File: config.mk
export PLATFORM = sky130hd
export DESIGN_NAME = ex_stage
export DESIGN_NICKNAME = d
export VERILOG_FILES = /design/src/rtl/ex_stage.sv
export SDC_FILE = /design/constraint.sdc
export NUM_CORES = 2
export LEC_CHECK = 0
export ABC_AREA = 1
export CAP_MARGIN = 20
export CORE_ASPECT_RATIO = 0.7
export CORE_UTILIZATION = 50
export CTS_CLUSTER_DIAMETER = 200
export DETAILED_ROUTE_END_ITERATION = 12
export PLACE_DENSITY = 0.69
export SYNTH_ARGS = -nofsm -noshare
export SYNTH_HDL_FRONTEND = slang
export SYNTH_SLANG_ARGS = --single-unit
File: constraint.sdc
create_clock -name clk -period 28 [get_ports clk]
set_input_delay 8.4 -clock clk [delete_from_list [all_inputs] [get_ports clk]]
set_output_delay 8.4 -clock clk [all_outputs]
set_load 0.01 [all_outputs]
File: src/rtl/ex_stage.sv
// Execute stage: MEM/WB operand forwarding, single-cycle ALU and multiply, iterative restoring divider.
// Optional: define EX_DIV_SHORTCUT_EN to resolve divide-by-zero and signed overflow without iterating.
module ex_stage #(
  parameter int unsigned DATA_W    = 32,
  parameter int unsigned STALL_IDX = 3
) (
  input  logic              clk,
  input  logic              rst,
  input  logic [5:0]        stall,
  input  logic [4:0]        exALUop,
  input  logic [DATA_W-1:0] exReg1,
  input  logic [DATA_W-1:0] exReg2,
  input  logic [4:0]        exRS1,
  input  logic [4:0]        exRS2,
  input  logic [4:0]        exWriteNum,
  input  logic              exWriteReg,
  input  logic              memWriteReg,
  input  logic [4:0]        memWriteNum,
  input  logic [DATA_W-1:0] memResult,
  input  logic              wbWriteReg,
  input  logic [4:0]        wbWriteNum,
  input  logic [DATA_W-1:0] wbResult,
  output logic [DATA_W-1:0] exResult,
  output logic [4:0]        exWriteNumOut,
  output logic              exWriteRegOut,
  output logic              stallreq
);

  localparam int unsigned CNT_W = $clog2(DATA_W);
  localparam logic [CNT_W-1:0] CNT_LAST = CNT_W'(DATA_W - 1);

  localparam logic [4:0] OP_ADD  = 5'd1,  OP_SUB  = 5'd2,  OP_AND  = 5'd3,  OP_OR   = 5'd4;
  localparam logic [4:0] OP_XOR  = 5'd5,  OP_SLL  = 5'd6,  OP_SRL  = 5'd7,  OP_SRA  = 5'd8;
  localparam logic [4:0] OP_SLT  = 5'd9,  OP_SLTU = 5'd10, OP_MUL  = 5'd11, OP_DIV  = 5'd12;
  localparam logic [4:0] OP_DIVU = 5'd13, OP_REM  = 5'd14, OP_REMU = 5'd15;

  typedef enum logic [1:0] {IDLE, BUSY, DONE} div_state_t;

  div_state_t state, next_state;

  logic [DATA_W-1:0] op1, op2, alu_res;
  logic [DATA_W-1:0] quo, rem, dsr;
  logic [CNT_W-1:0]  cnt;
  logic              want_q, neg_q, neg_r, div0;
  logic              start;
  logic              unused_stall;

  assign unused_stall = ^stall;

  // Forwarding: MEM beats WB, register 0 is never forwarded
  always_comb begin : fwd
    op1 = exReg1;
    if (memWriteReg && memWriteNum == exRS1 && exRS1 != 5'd0)    op1 = memResult;
    else if (wbWriteReg && wbWriteNum == exRS1 && exRS1 != 5'd0) op1 = wbResult;
    op2 = exReg2;
    if (memWriteReg && memWriteNum == exRS2 && exRS2 != 5'd0)    op2 = memResult;
    else if (wbWriteReg && wbWriteNum == exRS2 && exRS2 != 5'd0) op2 = wbResult;
  end

  always_comb begin : alu
    alu_res = '0;
    case (exALUop)
      OP_ADD:  alu_res = op1 + op2;
      OP_SUB:  alu_res = op1 - op2;
      OP_AND:  alu_res = op1 & op2;
      OP_OR:   alu_res = op1 | op2;
      OP_XOR:  alu_res = op1 ^ op2;
      OP_SLL:  alu_res = op1 << op2[4:0];
      OP_SRL:  alu_res = op1 >> op2[4:0];
      OP_SRA:  alu_res = DATA_W'($signed(op1) >>> op2[4:0]);
      OP_SLT:  alu_res = DATA_W'($signed(op1) < $signed(op2));
      OP_SLTU: alu_res = DATA_W'(op1 < op2);
      OP_MUL:  alu_res = op1 * op2;
      default: alu_res = '0;
    endcase
  end

  logic              is_div, is_signed, a_neg, b_neg, start_div0;
  logic [DATA_W-1:0] a_mag, b_mag;

  assign is_div     = (exALUop == OP_DIV) || (exALUop == OP_DIVU) ||
                      (exALUop == OP_REM) || (exALUop == OP_REMU);
  assign is_signed  = (exALUop == OP_DIV) || (exALUop == OP_REM);
  assign a_neg      = is_signed & op1[DATA_W-1];
  assign b_neg      = is_signed & op2[DATA_W-1];
  assign a_mag      = a_neg ? -op1 : op1;
  assign b_mag      = b_neg ? -op2 : op2;
  assign start_div0 = (op2 == '0);

`ifdef EX_DIV_SHORTCUT_EN
  logic start_ovf;
  assign start_ovf = is_signed && (op1 == {1'b1, {(DATA_W-1){1'b0}}}) && (op2 == '1);
`endif

  // One restoring step: shift next dividend bit into the partial remainder
  logic [DATA_W:0]   rem_sh;
  logic [DATA_W-1:0] rem_sub, rem_nx;
  logic              fits;

  assign rem_sh  = {rem, quo[DATA_W-1]};
  assign fits    = rem_sh >= {1'b0, dsr};
  assign rem_sub = DATA_W'(rem_sh - {1'b0, dsr});
  assign rem_nx  = fits ? rem_sub : rem_sh[DATA_W-1:0];

  always_ff @(posedge clk) begin : state_reg
    if (rst) state <= IDLE;
    else     state <= next_state;
  end

  always_comb begin : fsm
    next_state = state;
    stallreq   = 1'b0;
    start      = 1'b0;
    unique case (state)
      IDLE: if (is_div) begin
        stallreq   = 1'b1;
        start      = 1'b1;
        next_state = BUSY;
`ifdef EX_DIV_SHORTCUT_EN
        if (start_div0 || start_ovf) next_state = DONE;
`endif
      end
      BUSY: begin
        stallreq = 1'b1;
        if (cnt == CNT_LAST) next_state = DONE;
      end
      DONE: if (!stall[STALL_IDX]) next_state = IDLE;
      default: next_state = IDLE;
    endcase
    if (rst) begin
      stallreq = 1'b0;
      start    = 1'b0;
    end
  end

  always_ff @(posedge clk) begin : div_regs
    if (rst) begin
      cnt    <= '0;
      quo    <= '0;
      rem    <= '0;
      dsr    <= '0;
      want_q <= 1'b0;
      neg_q  <= 1'b0;
      neg_r  <= 1'b0;
      div0   <= 1'b0;
    end else if (start) begin
      cnt    <= '0;
      dsr    <= b_mag;
      want_q <= (exALUop == OP_DIV) || (exALUop == OP_DIVU);
      neg_q  <= a_neg ^ b_neg;
      neg_r  <= a_neg;
      div0   <= start_div0;
      quo    <= a_mag;
      rem    <= '0;
`ifdef EX_DIV_SHORTCUT_EN
      if (start_div0) begin
        quo <= '1;
        rem <= a_mag;
      end else if (start_ovf) begin
        quo <= {1'b1, {(DATA_W-1){1'b0}}};
      end
`endif
    end else if (state == BUSY) begin
      cnt <= cnt + 1'b1;
      quo <= {quo[DATA_W-2:0], fits};
      rem <= rem_nx;
    end
  end

  logic [DATA_W-1:0] q_fix, r_fix, div_res;

  assign q_fix   = div0 ? '1 : (neg_q ? -quo : quo);
  assign r_fix   = neg_r ? -rem : rem;
  assign div_res = want_q ? q_fix : r_fix;

  assign exResult      = rst ? '0 : ((state == DONE) ? div_res : alu_res);
  assign exWriteNumOut = exWriteNum;
  assign exWriteRegOut = !rst && exWriteReg && !stallreq;

endmodule

==> results.md <==
Status:
- The flow ran to the end, and the final reports show no timing, DRC or antenna violations.

Floorplan:
- The I/O pin total is 208.
- After floorplanning, the core was divided into 81 placement rows.
- The die is 225.3 um tall.
- The width of the die is 321.0 um.
- The die footprint is 72330 um^2.
- For this configuration, the core starts out at a cell density of 0.5079.
- The area of the placeable core is 70130 um^2.

Setup path:
- Counting cells, the worst reg-to-reg path comes to 19.
- In this design, the largest share of critical-path delay is due to adder cells.
- Counting buffers and inverters, the worst setup path is 36 cells deep.
- On the critical path, the stage with the largest delay is an instance of o41ai_1.
- The launch point of the critical path is exRS2[3].
- The library cell appearing most often on the critical path is fa_1.
- The critical setup path kind is in2out.
- The buffers plus inverters on the worst setup path is 9.
- STA classifies the critical path startpoint as an input pin.
- The kind of capture point of the worst setup path is a primary output.
- The startpoint identified for the worst register-to-register timing path is quo[31].
- The longest individual stage delay on the worst path is 0.79 ns.
- In this run the worst path has a maximum fanout of 46.
- The arrival time at the worst endpoint is 19.03 ns.
- At the worst endpoint, the required time is 19.60 ns.

Clock tree:
- The later pin in the worst-skew pair is clocked with a latency of 0.38 ns.
- The H-tree generated during clock tree synthesis spans 3 levels.
- The number of setup buffers added after CTS is 0.
- Gates resized during post-CTS repair numbered 0.
- TritonCTS created 9 clock buffers.
- The maximum clock path buffer count is 2.
- Clock tree synthesis found a total of 107 sinks.
- Buffers inserted to repair hold after CTS numbered 0.
- After clock tree synthesis, the clock-pin slew on the worst setup and hold paths is 0.08 ns.
- The clock root buffer master is clkbuf_16.
- The clock tree from TritonCTS is done.

Synth:
- The post-synthesis sequential area ratio is 0.06013.
- After synthesis, the share of flip-flops with an asynchronous set or reset is 0.
- The number of instances in the synthesized netlist is 5579.
- The average instance in the mapped netlist occupies 6.385 um^2.
- The post-synth design cell area is 35620 um^2.
- The most used flip-flop cell after synthesis is dfxtp_1.
- In this run, synthesis produced a sequential element count of 107.
- For this run, the number of Yosys warnings is 0.
- The number of flops mapped to enable cells by yosys is 0.
- The netlist uses 74 different library cells.
- The post-synth net total is 6417.

Global routing:
- The number of antenna violations at the first check in global routing is 3.
- The first-pass GRT wire length is 253400 um.
- The maximum number of pins on one net before global-route repair is 87.
- The remaining global-route overflow is 0.
- The number of global-route vias before repair is 37440.
- The all-layer global routing usage is 0.4814.

Placed design:
- The HPWL reported at the end of detailed placement is 140500 um.
- The final weighted congestion in routability-driven placement is 1.107.
- After detailed placement, the total cell area comes to 38640 um^2.
- The port buffer count is 192.

Cells and area:
- For this run, the share of the core covered by cells in the final layout is 0.5554.
- In the final layout, the share of cells above drive strength 1 is 0.05458.
- In the layout the commonest cells are 1262 x nand2_1, 864 x inv_1, 599 x nor2_1.
- The relative area change from synthesis to final layout is 9.343%.
- In the final layout, the registers with the most flip-flops are dsr: 32 flops, quo: 32 flops, rem: 32 flops.
- The final layout contains 6494 nets.
- Counting the fill cells in the layout gives 7115.
- The total non-filler cell area in the finished layout is 38950 um^2.
- The library cell used most frequently in the layout, excluding fill and tap cells, is nand2_1.

Flow run:
- The count of max-cap constraint violations is 0.

Drt:
- The first detailed-routing pass took 6 iterations.
- In the final routed layout, each cell accounts on average for 26.52 um.
- The detailed router finished its first iteration with 5895 violations.
- Detailed routing placed a total of 65280 um of wire on met2.
- The post-detailed-routing wire length is 175600 um.
- In this run the remaining antenna-violating nets after routing total 0.
- The total via count in the routed design is 40680.
- The routed length on met3 is 29690 um.
- The post-detailed-route via-to-cell ratio is 6.146.
- The number of design rule violations left after detail routing is 0.
- After detailed routing, the wire length on met1 is 70520 um.
- The highest layer touched by signal routing is met5.

STA:
- The slew at the pin closest to its max-slew limit is 1.240 ns.
- Setup total negative slack on the finished layout was measured at 0 ns.
- In the finished design, the share of the clock period the worst path needs comes to 0.9797.
- Across the routed clock network, the largest skew measured is 0.009688 ns.
- The max-slew violation count is 0.
- Setup violations remaining at the end of the flow were counted as 0.
- The shortest period the worst path allows is 27.43 ns.
- Setup repair after global routing left no endpoint under its margin.
- The hold violation total from the final report came to 0.
- Based on the critical path, the design can be clocked at up to 36.45 MHz.
- Headroom to the max-slew limit came out at 0.1721.

Hold path:
- In this run the worst hold path is classified as reg2reg.
- The worst hold path passes through 2 cells.
- The launch point of the worst hold path is cnt[4].
## routing by layer
layer / vias up / track usage
li1: 17900 / -
met1: 19200 / 0.6622
met2: 3062 / 0.6326
met3: 511 / 0.2136
met4: 7 / 0.2200
met5: - / 0.02626
## per-stage QoR
step           hold slack, ns  std cells  setup WS (ns)
3_3_place_gp           0.4562       6597         0.8997
4_1_cts                0.4735       6614         0.8078
3_5_place_dp           0.4615       6598         0.8342
5_1_grt                0.5014       6615         0.2451
2_1_floorplan          0.4403       5579          3.266
6_report               0.4735       6619         0.5686
## kinds of logic (layout without fill, tap and decap cells)
kind of cell,Yosys count,count (layout),share of synthesized area
XOR/XNOR,132,132,0.03245
multiplexers,9,9,0.002529
AO/OA/AOI/OAI,1060,1060,0.1670
flip-flops,107,107,0.06013
AND/OR/NAND/NOR,2416,2416,0.2851
adder cells (fa/ha/maj),669,669,0.3216
buffers and inverters,1186,1268,0.1312
other,0,4,0
## worst min-delay path: stages, from the launching register on
cell and delay (ns):
dfxtp_1 0.32, nand2_1 0.06, a21oi_1 0.05
## Yosys cell counts, types with 30 or more instances
| cell type | n | area share |
|---|---|---|
| buf_1 | 40 | 0.0042 |
| o21ai_1 | 60 | 0.0084 |
| o21ai_0 | 352 | 0.049 |
| nor2_1 | 604 | 0.064 |
| inv_1 | 866 | 0.091 |
| nand2_1 | 1264 | 0.13 |
| a31oi_1 | 39 | 0.0068 |
| o22ai_1 | 38 | 0.0067 |
| nor3_1 | 58 | 0.0081 |
| a21oi_1 | 404 | 0.057 |
| dfxtp_1 | 107 | 0.060 |
| ha_1 | 258 | 0.091 |
| fa_1 | 411 | 0.23 |
| xnor2_1 | 33 | 0.0081 |
| xor2_1 | 99 | 0.024 |
| buf_2 | 71 | 0.010 |
| o211ai_1 | 30 | 0.0063 |
| nand3_1 | 333 | 0.047 |
| clkbuf_1 | 144 | 0.015 |
## layout make-up
cell class / count / area [um^2] / share of cell area
timing repair buffer: 345 / 3077 / 0.07899
inverter: 907 / 3411 / 0.08757
tap: 954 / 1194 / 0.03064
multi-input combinational: 4286 / 28830 / 0.7403
clock inverter: 6 / 55.05 / 0.001413
antenna: 4 / 10.01 / 0.0002570
clock buffer: 10 / 229.0 / 0.005878
sequential: 107 / 2142 / 0.05499
## final timing paths
check                      end  slack [ns]
hold reg to reg         cnt[4]        0.47
hold / removal          cnt[4]        0.47
setup / recovery  exResult[23]        0.57
setup reg to reg       rem[23]       23.71
Power is left out: the tool's default activity adds up to more than one toggle a clock period on the data nets, which glitch-free logic cannot reach.
